--- config.mk ---
export PLATFORM = sky130hd
export DESIGN_NAME = latq_bank_wr_ctrl
export DESIGN_NICKNAME = d
export VERILOG_FILES = /design/src/rtl/latq_bank_pkg.sv /design/src/rtl/latq_bank_pulse_timer.sv /design/src/rtl/latq_bank_wr_ctrl.sv
export SDC_FILE = /design/constraint.sdc
export NUM_CORES = 1
export LEC_CHECK = 0
export BUFFER_PORTS_ARGS = -buffer_cell sky130_fd_sc_hd__buf_2
export CORE_MARGIN = 3
export CORE_UTILIZATION = 50
export CTS_BUF_LIST = sky130_fd_sc_hd__clkbuf_4 sky130_fd_sc_hd__clkbuf_8 sky130_fd_sc_hd__clkbuf_16
export DETAILED_ROUTE_END_ITERATION = 10
export PLACE_DENSITY = 0.77
export SETUP_SLACK_MARGIN = 0.15
export SLEW_MARGIN = 5
export SYNTH_ARGS = -nofsm -noshare
export SYNTH_HDL_FRONTEND = slang
export SYNTH_SLANG_ARGS = --single-unit
--- constraint.sdc ---
create_clock -name CLK -period 1.81 [get_ports CLK]
set_input_delay 0 -clock CLK [delete_from_list [all_inputs] [get_ports CLK]]
set_output_delay 0 -clock CLK [all_outputs]
set_load 0.1 [all_outputs]
--- src/rtl/latq_bank_pkg.sv ---
// Shared types and constants for the latch-bank write controller.
// The FSM encoding and the timer width are fixed here so the top and the timer agree.
package latq_bank_pkg;

    typedef enum logic [1:0] {
        IDLE  = 2'd0,
        SETUP = 2'd1,
        PULSE = 2'd2,
        HOLD  = 2'd3
    } state_t;

    // The FSM spends exactly one cycle in SETUP and in HOLD.
    localparam int SETUP_CYC = 1;
    localparam int HOLD_CYC  = 1;

    localparam int TIMER_W     = 4;
    localparam int PULSE_MAX   = (1 << TIMER_W) - 1;

    function automatic int clog2(input int value);
        int result;
        int v;
        result = 0;
        v      = value - 1;
        while (v > 0) begin
            result = result + 1;
            v      = v >> 1;
        end
        return result;
    endfunction

endpackage

--- src/rtl/latq_bank_pulse_timer.sv ---
// Loadable down-counter that times how long the latch E line stays high.
// Load wins over enable; the count parks at zero and reports it on zero.
module latq_bank_pulse_timer
    import latq_bank_pkg::*;
(
    input  logic               CLK,
    input  logic               RST,
    input  logic               load,
    input  logic               en,
    input  logic [TIMER_W-1:0] load_val,
    output logic               zero
);

    logic [TIMER_W-1:0] count_reg;
    logic [TIMER_W-1:0] count_next;

    always_comb begin
        count_next = count_reg;
        if (load) begin
            count_next = load_val;
        end else if (en && (count_reg != '0)) begin
            count_next = count_reg - 1'b1;
        end
    end

    always_ff @(posedge CLK or posedge RST) begin
        if (RST) begin
            count_reg <= '0;
        end else begin
            count_reg <= count_next;
        end
    end

    assign zero = (count_reg == '0);

endmodule

--- src/rtl/latq_bank_wr_ctrl.sv ---
// Write controller for a bank of level-sensitive latches: turns a valid/ready request
// into a registered one-hot E pulse framed by whole-cycle D setup and hold windows.
module latq_bank_wr_ctrl
    import latq_bank_pkg::*;
#(
    parameter int DEPTH     = 8,
    parameter int WIDTH     = 8,
    parameter int AW        = 3,
    parameter int PULSE_CYC = 2
)(
    input  logic             CLK,
    input  logic             RST,
    input  logic             wr_valid,
    output logic             wr_ready,
    input  logic [AW-1:0]    wr_addr,
    input  logic [WIDTH-1:0] wr_data,
    output logic [WIDTH-1:0] lat_d,
    output logic [DEPTH-1:0] lat_e,
    output logic             busy,
    output logic             wr_err
);

    generate
        if (PULSE_CYC < 1 || PULSE_CYC > PULSE_MAX) begin : g_bad_pulse
            $error("latq_bank_wr_ctrl: PULSE_CYC must be in 1..15");
        end
        if (clog2(DEPTH) > AW) begin : g_bad_aw
            $error("latq_bank_wr_ctrl: AW too narrow for DEPTH");
        end
        if (SETUP_CYC != 1 || HOLD_CYC != 1) begin : g_bad_frame
            $error("latq_bank_wr_ctrl: SETUP and HOLD are single-cycle states");
        end
    endgenerate

    localparam logic [TIMER_W-1:0] PULSE_LOAD = TIMER_W'(PULSE_CYC - 1);
    localparam logic [AW:0]        DEPTH_W    = (AW + 1)'(DEPTH);

    state_t             state_reg;
    state_t             state_next;
    logic [AW-1:0]      addr_reg;
    logic [AW-1:0]      addr_next;
    logic [WIDTH-1:0]   lat_d_reg;
    logic [WIDTH-1:0]   lat_d_next;
    logic [DEPTH-1:0]   lat_e_reg;
    logic [DEPTH-1:0]   lat_e_next;
    logic               wr_err_reg;
    logic               wr_err_next;
    logic               busy_reg;
    logic               busy_next;

    logic [DEPTH-1:0]   addr_onehot;
    logic               addr_in_range;
    logic               timer_zero;

    genvar gi;
    generate
        for (gi = 0; gi < DEPTH; gi++) begin : g_dec
            assign addr_onehot[gi] = (addr_reg == AW'(gi));
        end
    endgenerate

    assign addr_in_range = ({1'b0, addr_reg} < DEPTH_W);

    latq_bank_pulse_timer u_timer (
        .CLK      (CLK),
        .RST      (RST),
        .load     (state_reg == SETUP),
        .en       (state_reg == PULSE),
        .load_val (PULSE_LOAD),
        .zero     (timer_zero)
    );

    // State and every output live in flops; E is never driven by the decode directly.
    always_ff @(posedge CLK or posedge RST) begin
        if (RST) begin
            state_reg  <= IDLE;
            addr_reg   <= '0;
            lat_d_reg  <= '0;
            lat_e_reg  <= '0;
            wr_err_reg <= 1'b0;
            busy_reg   <= 1'b0;
        end else begin
            state_reg  <= state_next;
            addr_reg   <= addr_next;
            lat_d_reg  <= lat_d_next;
            lat_e_reg  <= lat_e_next;
            wr_err_reg <= wr_err_next;
            busy_reg   <= busy_next;
        end
    end

    always_comb begin
        state_next = state_reg;
        case (state_reg)
            IDLE:    if (wr_valid) state_next = SETUP;
            SETUP:   state_next = addr_in_range ? PULSE : HOLD;
            PULSE:   if (timer_zero) state_next = HOLD;
            HOLD:    state_next = IDLE;
            default: state_next = IDLE;
        endcase
    end

    always_comb begin
        addr_next   = addr_reg;
        lat_d_next  = lat_d_reg;
        lat_e_next  = lat_e_reg;
        wr_err_next = 1'b0;
        case (state_reg)
            IDLE: begin
                lat_e_next = '0;
                if (wr_valid) begin
                    addr_next  = wr_addr;
                    lat_d_next = wr_data;
                end
            end
            SETUP: begin
                // Out-of-range targets skip the pulse entirely and only flag the error.
                lat_e_next  = addr_in_range ? addr_onehot : '0;
                wr_err_next = !addr_in_range;
            end
            PULSE: begin
                if (timer_zero) lat_e_next = '0;
            end
            HOLD: begin
                lat_e_next = '0;
            end
            default: begin
                lat_e_next = '0;
            end
        endcase
        busy_next = (state_next != IDLE);
    end

    assign lat_d    = lat_d_reg;
    assign lat_e    = lat_e_reg;
    assign wr_err   = wr_err_reg;
    assign busy     = busy_reg;
    assign wr_ready = !busy_reg && !RST;

    lat_e_onehot0: assert property (@(posedge CLK) disable iff (RST) $onehot0(lat_e_reg));

endmodule

==> impl_metrics.env, run 1 <==
export IMPL_clock_path_buffers=2
export IMPL_synthesized_area_divided_by_synthesized_cell_count_um2=11.77
export IMPL_yosysTopAreaCellShare_pct=55.26
export IMPL_detailedPlacementHpwl_um=1652
export IMPL_placed_cells_incl_taps=156
export IMPL_drt_first_pass_iters=3
export IMPL_drt_drc_violations_left=0
export IMPL_effective_utilization_at_floorplan_pct=56.01
export IMPL_synth_enable_flop_cells=0
export IMPL_drtIter0Drc=10
export IMPL_antenna_diode_instance_count=0
export IMPL_synth_warning_count=0
export IMPL_yosysTopAreaCell="sky130_fd_sc_hd__dfrtp_1"
export IMPL_route_detailed_wl_per_inst_um=14.71
export IMPL_crit_fanout=5
export IMPL_clk_pin_slew_worst_paths_ps=140
export IMPL_dpl_cell_area_mm2=0.001365
export IMPL_synthFlopType="sky130_fd_sc_hd__dfrtp_1"
export IMPL_outcome="finished, final reports clean"
export IMPL_timing_critical_path_slowest_cell_delay_ps=410
export IMPL_synth_distinct_cells=27
export IMPL_num_fill_cells=139
export IMPL_dp_worst_setup_slack_ps=57.75
export IMPL_ctsHtreeMaxLevel=1
export IMPL_postSynthNetCount=120
export IMPL_fin_worst_skew_ps=11.46
export IMPL_synth_cell_area_mm2=0.001177
export IMPL_detail_route_vias_per_cell=5.354
export IMPL_wire_length_of_the_first_global_routing_pass_um=4188
export IMPL_num_vias=953
export IMPL_worstSetupStartpointType="register"
export IMPL_antenna_found_initial=0
export IMPL_min_path_type="input pin to register"
export IMPL_synthTopCellsByCount="sky130_fd_sc_hd__dfrtp_1 (26), sky130_fd_sc_hd__mux2_2 (11), sky130_fd_sc_hd__nand3_1 (8)"
export IMPL_grt_max_degree=27
export IMPL_number_of_standard_cells_in_the_final_layout_excluding_fillers=178
export IMPL_io_pins=33
export IMPL_totalNegativeSetupSlack_ps=0
export IMPL_final_max_slew_violation_count=0
export IMPL_synthArstFlopShare_pct=100.0
export IMPL_worstPathArrival_ps=1830
export IMPL_synth_top_cells_by_area="sky130_fd_sc_hd__dfrtp_1 (55%), sky130_fd_sc_hd__mux2_2 (11%), sky130_fd_sc_hd__ha_1 (6.4%)"
export IMPL_grt_setup_unrepaired="true"
export IMPL_overflow_left_after_global_routing=0
export IMPL_final_setup_worst_slack_ps=216.4
export IMPL_tightestPinTransition_ps=511.6
export IMPL_tritoncts_num_buffers=3
export IMPL_synthesis_instances=100
export IMPL_setup_viol=0
export IMPL_fp_row_count=16
export IMPL_layout_drive_gt1_share_pct=44.37
export IMPL_clock_sink_count=26
export IMPL_gp_congestion=0.7840
export IMPL_design_area_mm2=0.001609
export IMPL_placeableCoreArea_mm2=0.002102
export IMPL_die_area_mm2=0.002973
export IMPL_critical_path_class="register to register"
export IMPL_min_period_ps=1594
export IMPL_yosys_cell_count_top_type="sky130_fd_sc_hd__dfrtp_1"
export IMPL_design_final_nets=172
export IMPL_grt_pass1_vias=919
export IMPL_synth_ff_latch_count=26
export IMPL_yosysSeqAreaShare_pct=55.26
export IMPL_final_hold_viol_count=0
export IMPL_grt_use_total_pct=20.43
export IMPL_cts_tree="built"
export IMPL_worst_ep_required_time_ps=2040
export IMPL_syn_to_layout_area_delta_pct=36.66
export IMPL_setup_worst_path_end_class="register"
export IMPL_drt_total_wl_um=2619
export IMPL_clock_latency_on_the_worst_skew_pair_ps=320
export IMPL_timing_critical_path_cells="inv_2 -> ha_2 -> or3b_4 -> and2_4 -> o41ai_2"
export IMPL_portBuffers=31
export IMPL_fp_dieW_um=54.53
export IMPL_achievable_frequency_ghz=0.6275
export IMPL_ant_nets=0
export IMPL_max_cap_viols=0
export IMPL_crit_slowest_cell="sky130_fd_sc_hd__dfrtp_1"
export IMPL_reg2reg_setup_slack_ps=220
export IMPL_timing_final_crit_share_pct=88.05
export IMPL_die_height_um=54.53
export IMPL_clock_tree_root_cell="sky130_fd_sc_hd__clkbuf_4"
export IMPL_maxSlewHeadroom_pct=66.12
-- kinds of logic (layout without fill, tap and decap cells) --
family	Yosys count	count (layout)	share of synthesized area (%)
buf+inv	11	61	4.569
compound gates	14	14	8.714
fa+ha+maj	6	6	6.376
simple gates	29	30	12.54
other cells	1	1	0.3185
flops	26	26	55.26
mux	13	13	12.22
-- per-layer routing --
metal,track usage [%],up-vias,routed length (um)
met3,3.815,7,136
met5,0,-,0
met2,35.06,33,1349
met4,11.20,0,63
li1,-,448,-
met1,23.83,465,1070
-- timing repair --
action | 4_1_cts | 5_1_grt
buffers inserted | 2 | 3
setup endpoints to repair | 11 | 12
hold buffers | 12 | 0
resized for setup | 4 | 9
gates cloned | 0 | 1
hold endpoints to repair | 37 | 0
-- final timing paths --
path                                      start                    to  cells past startpoint
max in group asynchronous                   RST  u_timer.count_reg[3]                      4
hold reg to reg                        lat_d[5]              lat_d[5]                      1
hold / removal                         wr_valid          state_reg[1]                      3
min in group asynchronous                   RST              lat_d[6]                      4
setup reg to reg           u_timer.count_reg[0]              lat_e[2]                      5
setup / recovery           u_timer.count_reg[0]              lat_e[2]                      5
-- worst max-delay path: cells and delay by family (launching register included) --
kind | cells | cell delay [ps]
adders and majority gates | 1 | 170
DFF | 1 | 410
and+or+nand+nor | 2 | 580
buffers and inverters | 1 | 70
AOI/OAI and AO/OA | 1 | 280
-- layout make-up --
type                    count  area, um^2  share of cell area (%)
flip-flops and latches     26       650.6                   40.44
inverters                   6       22.52                   1.400
multi-input cells          64       526.8                   32.74
well taps                  27       33.78                   2.100
clock buffers               4       36.28                   2.255
repair buffers             51       339.1                   21.07
-- stage by stage --
stage | util, % | hold slack [ps]
2_1_floorplan | - | 40.02
3_5_place_dp | 64.94 | 102.1
6_report | 76.55 | 17.71
5_1_grt | 76.55 | 27.68
4_1_cts | 73.93 | 3.351
3_3_place_gp | 64.94 | 95.67
-- cells in the final DEF (no fill, tap or decap), types with 2 or more instances in the layout --
cell / netlist / layout
sky130_fd_sc_hd__and2_4: 0 / 2
sky130_fd_sc_hd__o31ai_1: 6 / 3
sky130_fd_sc_hd__nand3_1: 8 / 8
sky130_fd_sc_hd__buf_4: 1 / 7
sky130_fd_sc_hd__nand2b_1: 3 / 3
sky130_fd_sc_hd__inv_2: 0 / 2
sky130_fd_sc_hd__a21oi_1: 2 / 2
sky130_fd_sc_hd__dfrtp_1: 26 / 26
sky130_fd_sc_hd__mux2i_1: 2 / 2
sky130_fd_sc_hd__inv_1: 6 / 4
sky130_fd_sc_hd__mux2_2: 11 / 11
sky130_fd_sc_hd__nand2_1: 6 / 6
sky130_fd_sc_hd__ha_1: 6 / 5
sky130_fd_sc_hd__nor2_1: 7 / 6
sky130_fd_sc_hd__clkbuf_4: 0 / 3
sky130_fd_sc_hd__buf_2: 1 / 31
sky130_fd_sc_hd__o41ai_2: 0 / 2
sky130_fd_sc_hd__o31ai_2: 0 / 3
sky130_fd_sc_hd__dlygate4sd3_1: 0 / 12
Power of run 1 is left out: the tool's default activity adds up to more than one toggle a clock period on the data nets, which glitch-free logic cannot reach.
==> run 2: changes to the inputs <==
--- a/config.mk
+++ b/config.mk
@@ -5,12 +5,13 @@
 export SDC_FILE = /design/constraint.sdc
 export NUM_CORES = 1
 export LEC_CHECK = 0
+export ABC_AREA = 1
 export BUFFER_PORTS_ARGS = -buffer_cell sky130_fd_sc_hd__buf_2
 export CORE_MARGIN = 3
-export CORE_UTILIZATION = 50
+export CORE_UTILIZATION = 51
 export CTS_BUF_LIST = sky130_fd_sc_hd__clkbuf_4 sky130_fd_sc_hd__clkbuf_8 sky130_fd_sc_hd__clkbuf_16
 export DETAILED_ROUTE_END_ITERATION = 10
-export PLACE_DENSITY = 0.77
+export PLACE_DENSITY = 0.78
 export SETUP_SLACK_MARGIN = 0.15
 export SLEW_MARGIN = 5
 export SYNTH_ARGS = -nofsm -noshare
==> impl_metrics.env, run 2 <==
export IMPL_syn_to_layout_area_delta_pct=28.57
export IMPL_num_vias=966
export IMPL_setup_viol=0
export IMPL_num_fill_cells=187
export IMPL_yosys_area_share_xor_xnor_pct=0.7194
export IMPL_timing_critical_path_mode_cell="sky130_fd_sc_hd__inv_1"
export IMPL_clock_latency_on_the_worst_skew_pair_ps=330
export IMPL_worstPathArrival_ps=1680
export IMPL_yosysTopAreaCell="sky130_fd_sc_hd__dfrtp_1"
export IMPL_drtIter0Drc=6
export IMPL_drt_first_pass_iters=4
export IMPL_synthFlopType="sky130_fd_sc_hd__dfrtp_1"
export IMPL_yosysSeqAreaShare_pct=53.44
export IMPL_die_area_mm2=0.003009
export IMPL_synthArstFlopShare_pct=100.0
export IMPL_io_pins=33
export IMPL_fp_dieW_um=54.86
export IMPL_final_setup_worst_slack_ps=392.5
export IMPL_synth_cell_area_mm2=0.001217
export IMPL_top_layer_used="met4"
export IMPL_synthTopCellsByCount="sky130_fd_sc_hd__nand2_1 (30), sky130_fd_sc_hd__dfrtp_1 (26), sky130_fd_sc_hd__inv_1 (14)"
export IMPL_effective_utilization_at_floorplan_pct=54.51
export IMPL_grt_use_total_pct=18.91
export IMPL_tritoncts_num_buffers=3
export IMPL_placed_cells_incl_taps=181
export IMPL_ctsHtreeMaxLevel=1
export IMPL_timing_critical_path_cells="inv_1 -> ha_1 -> inv_1 -> a21oi_4 -> nand4_1 -> nand2_1"
export IMPL_clock_sink_count=26
export IMPL_synth_warning_count=0
export IMPL_worst_ep_required_time_ps=2070
export IMPL_setup_worst_path_end_class="register"
export IMPL_yosysTopAreaCellShare_pct=53.44
export IMPL_cts_tree="built"
export IMPL_layout_drive_gt1_share_pct=29.59
export IMPL_synth_enable_flop_cells=0
export IMPL_route_detailed_wl_per_inst_um=12.53
export IMPL_timing_critical_path_slowest_cell_delay_ps=430
export IMPL_final_hold_viol_count=0
export IMPL_clk_pin_slew_worst_paths_ps=130
export IMPL_critical_path_class="register to register"
export IMPL_cp_top_family="flip-flops"
export IMPL_synth_simple_area_share_pct=21.27
export IMPL_synth_top_cells_by_area="sky130_fd_sc_hd__dfrtp_1 (53%), sky130_fd_sc_hd__nand2_1 (9.2%), sky130_fd_sc_hd__mux2_2 (8.3%)"
export IMPL_synth_compound_area_share_pct=2.364
export IMPL_layout_commonest_cell="sky130_fd_sc_hd__buf_2"
export IMPL_grt_setup_unrepaired="false"
export IMPL_sequential_cell_area_um2=650.6
export IMPL_area_occupied_by_multi_input_gates_um2=491.7
export IMPL_drt_drc_violations_left=0
export IMPL_worstSetupStartpointType="register"
export IMPL_antenna_diode_instance_count=0
export IMPL_timing_final_crit_share_pct=78.32
export IMPL_overflow_left_after_global_routing=0
export IMPL_outcome="finished, final reports clean"
export IMPL_detailedPlacementHpwl_um=1698
export IMPL_min_path_type="input pin to register"
export IMPL_min_period_ps=1418
export IMPL_yosys_cell_count_top_type="sky130_fd_sc_hd__nand2_1"
export IMPL_placeableCoreArea_mm2=0.002233
export IMPL_synthesis_instances=125
export IMPL_antenna_found_initial=0
export IMPL_postSynthNetCount=145
export IMPL_grt_max_degree=27
export IMPL_combinational_family_with_the_most_area_after_synthesis="simple AND/OR/NAND/NOR gates"
export IMPL_achievable_frequency_ghz=0.7055
export IMPL_synth_ff_latch_count=26
export IMPL_post_synth_mux_area_share_pct=8.325
export IMPL_crit_slowest_cell="sky130_fd_sc_hd__dfrtp_1"
export IMPL_die_height_um=54.86
export IMPL_synth_distinct_cells=19
export IMPL_route_met3_wl_um=105
export IMPL_design_final_nets=190
export IMPL_grt_pass1_vias=991
export IMPL_synthesized_area_divided_by_synthesized_cell_count_um2=9.739
export IMPL_critical_path_buf_inv_count=2
export IMPL_number_of_standard_cells_in_the_final_layout_excluding_fillers=197
export IMPL_dr_wl_met2_um=1309
export IMPL_max_cap_viols=0
export IMPL_final_max_slew_violation_count=0
export IMPL_fin_worst_skew_ps=14.68
export IMPL_wire_length_of_the_first_global_routing_pass_um=4077
export IMPL_fp_row_count=17
export IMPL_layout_cells_most_common_list="sky130_fd_sc_hd__buf_2 (31), sky130_fd_sc_hd__nand2_1 (30), sky130_fd_sc_hd__dfrtp_1 (26)"
export IMPL_drt_total_wl_um=2469
export IMPL_clock_tree_root_cell="sky130_fd_sc_hd__clkbuf_4"
export IMPL_gp_congestion=0.8017
export IMPL_dp_worst_setup_slack_ps=275.1
export IMPL_detail_route_vias_per_cell=4.904
export IMPL_crit_fanout=13
export IMPL_wl_met1_um=1029
export IMPL_ant_nets=0
export IMPL_post_cts_buffers=0
export IMPL_synth_adder_area_share_pct=6.166
export IMPL_totalNegativeSetupSlack_ps=0
export IMPL_portBuffers=31
export IMPL_clock_path_buffers=2
[run 2: changes by cell type in the layout (fill, tap and decap cells not counted), moves of 3 or more]
cell | previous run | this run
sky130_fd_sc_hd__buf_4 | 7 | 1
sky130_fd_sc_hd__inv_1 | 4 | 14
sky130_fd_sc_hd__nand2_1 | 6 | 30
sky130_fd_sc_hd__nand2b_1 | 3 | 0
sky130_fd_sc_hd__nand3_1 | 8 | 13
sky130_fd_sc_hd__nor2_1 | 6 | 9
sky130_fd_sc_hd__o31ai_1 | 3 | 0
sky130_fd_sc_hd__o31ai_2 | 3 | 0
[run 2: cell families after synthesis]
group | count (synthesis)
compound gates | 5
mux | 9
fa+ha+maj | 6
xor+xnor | 1
other cells | 1
flops | 26
simple gates | 59
buf+inv | 18
[run 2: layout make-up]
type                       instances  share of cell area, %
clock buffer                       3                  1.439
clock inverter                     1                  1.918
inverter                          14                  3.357
multi-input combinational         81                  31.41
sequential                        26                  41.57
tap                               28                  2.238
timing repair buffer              44                  18.07
[run 2: final timing paths]
check | startpoint | to | slack, ps | cells past startpoint
min in group asynchronous | RST | lat_e[3] | 270 | 4
worst min register to register | lat_e[1] | lat_e[1] | 500 | 2
max in group asynchronous | RST | lat_d[0] | 1280 | 4
worst max register to register | state_reg[0] | u_timer.count_reg[3] | 390 | 6
worst max-delay path | state_reg[0] | u_timer.count_reg[3] | 390 | 6
worst min-delay path | wr_valid | state_reg[1] | 10 | 4
[run 2: timing repair]
| item | CTS | global route |
|---|---|---|
| setup endpoints to repair | 0 | 2 |
| hold buffers | 12 | 0 |
| gates resized for setup | 0 | 1 |
| hold endpoints to repair | 37 | 0 |
[run 2: worst reg2reg max path, delay by kind of cell (launching register included)]
| family | cells | cell delay, ps |
|---|---|---|
| flops | 1 | 430 |
| compound gates | 1 | 290 |
| simple gates | 2 | 250 |
| buf+inv | 2 | 200 |
| fa+ha+maj | 1 | 200 |
[run 2: per-layer routing]
metal / track usage (%) / vias to the layer above
met5: 0 / -
met3: 2.725 / 4
met1: 23.24 / 458
li1: - / 480
met4: 6.224 / 0
met2: 33.46 / 24
[run 2: through the flow]
stage	hold slack [ps]	util, %	area (um^2)
3_5_place_dp	102.8	62.02	1385
5_1_grt	41.55	70.08	1565
3_3_place_gp	92.59	62.02	1385
2_1_floorplan	40.02	-	1225
4_1_cts	3.790	69.75	1558
6_report	12.38	70.08	1565
Power of run 2 is left out for the same reason.
==> run 3: changes to the inputs <==
--- a/config.mk
+++ b/config.mk
@@ -8,10 +8,10 @@
 export ABC_AREA = 1
 export BUFFER_PORTS_ARGS = -buffer_cell sky130_fd_sc_hd__buf_2
 export CORE_MARGIN = 3
-export CORE_UTILIZATION = 51
+export CORE_UTILIZATION = 46
 export CTS_BUF_LIST = sky130_fd_sc_hd__clkbuf_4 sky130_fd_sc_hd__clkbuf_8 sky130_fd_sc_hd__clkbuf_16
 export DETAILED_ROUTE_END_ITERATION = 10
-export PLACE_DENSITY = 0.78
+export PLACE_DENSITY = 0.74
 export SETUP_SLACK_MARGIN = 0.15
 export SLEW_MARGIN = 5
 export SYNTH_ARGS = -nofsm -noshare
==> constraint.sdc (replaced) <==
create_clock -name CLK -period 1.3 [get_ports CLK]
set_input_delay 0 -clock CLK [delete_from_list [all_inputs] [get_ports CLK]]
set_output_delay 0 -clock CLK [all_outputs]
set_load 0.1 [all_outputs]
==> impl_metrics.env, run 3 (synthesis results as in run 2) <==
export IMPL_outcome="finished, final reports clean"
export IMPL_worstHoldStart="wr_valid"
export IMPL_setup_viol=0
export IMPL_die_height_um=57.45
export IMPL_worstSetupStartpointType="register"
export IMPL_route_met3_wl_um=144
export IMPL_ant_nets=0
export IMPL_detail_route_vias_per_cell=4.761
export IMPL_setup_worst_path_end_class="register"
export IMPL_worst_hold_path_endpoint="lat_d[4]"
export IMPL_antenna_found_initial=0
export IMPL_gp_congestion=0.7685
export IMPL_hold_depth=3
export IMPL_clock_path_buffers=2
export IMPL_antenna_diode_instance_count=0
export IMPL_totalNegativeSetupSlack_ps=0
export IMPL_grt_setup_unrepaired="true"
export IMPL_ctsHtreeMaxLevel=1
export IMPL_overflow_left_after_global_routing=0
export IMPL_effective_utilization_at_floorplan_pct=48.70
export IMPL_reg2reg_setup_slack_ps=50
export IMPL_detailedPlacementHpwl_um=1754
export IMPL_syn_to_layout_area_delta_pct=51.70
export IMPL_drtIter0Drc=10
export IMPL_clock_latency_on_the_worst_skew_pair_ps=320
export IMPL_io_pins=33
export IMPL_timing_rr_end="addr_reg[2]"
export IMPL_placed_cells_incl_taps=186
export IMPL_max_cap_viols=0
export IMPL_drt_drc_violations_left=0
export IMPL_achievable_frequency_ghz=0.7969
export IMPL_grt_max_degree=27
export IMPL_placeableCoreArea_mm2=0.002500
export IMPL_drt_first_pass_iters=4
export IMPL_min_period_ps=1255
export IMPL_final_max_slew_violation_count=0
export IMPL_design_final_nets=200
export IMPL_timing_final_crit_share_pct=96.53
export IMPL_r2r_worst_path_cells=4
export IMPL_crit_fanout=5
export IMPL_fp_row_count=18
export IMPL_dr_wl_met2_um=1398
export IMPL_die_area_mm2=0.003300
export IMPL_tritoncts_num_buffers=3
export IMPL_timing_rr_start="state_reg[0]"
export IMPL_num_vias=995
export IMPL_min_path_type="input pin to register"
export IMPL_wire_length_of_the_first_global_routing_pass_um=4533
export IMPL_worstPathArrival_ps=1480
export IMPL_grt_pass1_vias=1038
export IMPL_worst_hold_slack_ps=122.2
export IMPL_top_layer_used="met4"
export IMPL_layout_commonest_cell="sky130_fd_sc_hd__nand2_1"
export IMPL_drt_total_wl_um=2831
export IMPL_number_of_standard_cells_in_the_final_layout_excluding_fillers=209
export IMPL_fin_worst_skew_ps=2.695
export IMPL_route_detailed_wl_per_inst_um=13.55
export IMPL_grt_use_total_pct=17.14
export IMPL_layout_drive_gt1_share_pct=47.49
export IMPL_clock_sink_count=26
export IMPL_wl_met1_um=1270
export IMPL_critical_path_class="register to register"
export IMPL_layout_cells_most_common_list="sky130_fd_sc_hd__nand2_1 (27), sky130_fd_sc_hd__clkbuf_4 (18), sky130_fd_sc_hd__dfrtp_1 (17)"
export IMPL_fp_dieW_um=57.45
export IMPL_portBuffers=31
export IMPL_clk_pin_slew_worst_paths_ps=150
export IMPL_final_hold_viol_count=0
export IMPL_num_fill_cells=151
export IMPL_clock_tree_root_cell="sky130_fd_sc_hd__clkbuf_4"
export IMPL_postLayoutCoreUtil_pct=73.87
export IMPL_worst_ep_required_time_ps=1520
export IMPL_cts_tree="built"
==> run 3: changes by cell type in the layout (fill, tap and decap cells not counted), moves of 7 or more <==
cell                       previous run  this run
sky130_fd_sc_hd__dfrtp_2              0         9
sky130_fd_sc_hd__clkbuf_4             3        18
sky130_fd_sc_hd__buf_2               31        14
sky130_fd_sc_hd__dfrtp_1             26        17
sky130_fd_sc_hd__buf_4                1         8
sky130_fd_sc_hd__mux2_2               9         0
sky130_fd_sc_hd__mux2_4               0         9
==> run 3: worst max-delay path by stage <==
stage	start	to	slack, ps	depth (start not counted)
floorplan	state_reg[1]	lat_d[0]	90	5
detailed placement	state_reg[0]	u_timer.count_reg[1]	2	8
CTS	state_reg[0]	u_timer.count_reg[1]	30	8
global route	state_reg[0]	addr_reg[2]	-3	4
global placement	state_reg[1]	lat_d[2]	50	4
finish	state_reg[0]	addr_reg[2]	50	4
==> run 3: cell type report <==
cell class,count,area (um^2),share of cell area (%)
clock buffer,3,22.52,1.220
inverter,14,52.55,2.846
timing repair buffer,53,416.7,22.56
multi-input combinational,82,625.6,33.88
sequential,26,661.9,35.84
tap,30,37.54,2.033
clock inverter,1,30.03,1.626
==> run 3: per-stage QoR <==
stage          setup WS [ps]  area (um^2)
6_report               45.16         1847
5_1_grt               -3.216         1847
4_1_cts                29.91         1713
3_5_place_dp           1.526         1474
3_3_place_gp           46.19         1474
2_1_floorplan          88.52         1280
==> run 3: routing by layer <==
metal	global-route usage (%)	vias up
li1	-	503
met1	21.75	461
met2	32.10	29
met3	2.489	2
met4	0.9934	0
met5	0	-
==> run 3: critical path: stages, from the launching register on <==
cell,delay (ps)
sky130_fd_sc_hd__dfrtp_1,420
sky130_fd_sc_hd__inv_2,130
sky130_fd_sc_hd__ha_4,200
sky130_fd_sc_hd__nand2_4,100
sky130_fd_sc_hd__mux2_4,310
==> run 3: repair_timing <==
item / in CTS / in global routing
cloned: 1 / 0
endpoints found under the setup margin: 24 / 40
hold buffers: 12 / 0
setup buffers: 3 / 3
gates resized for setup: 8 / 35
endpoints found under the hold margin: 37 / 0
pin swaps: 1 / 2
Power of run 3 is left out for the same reason.
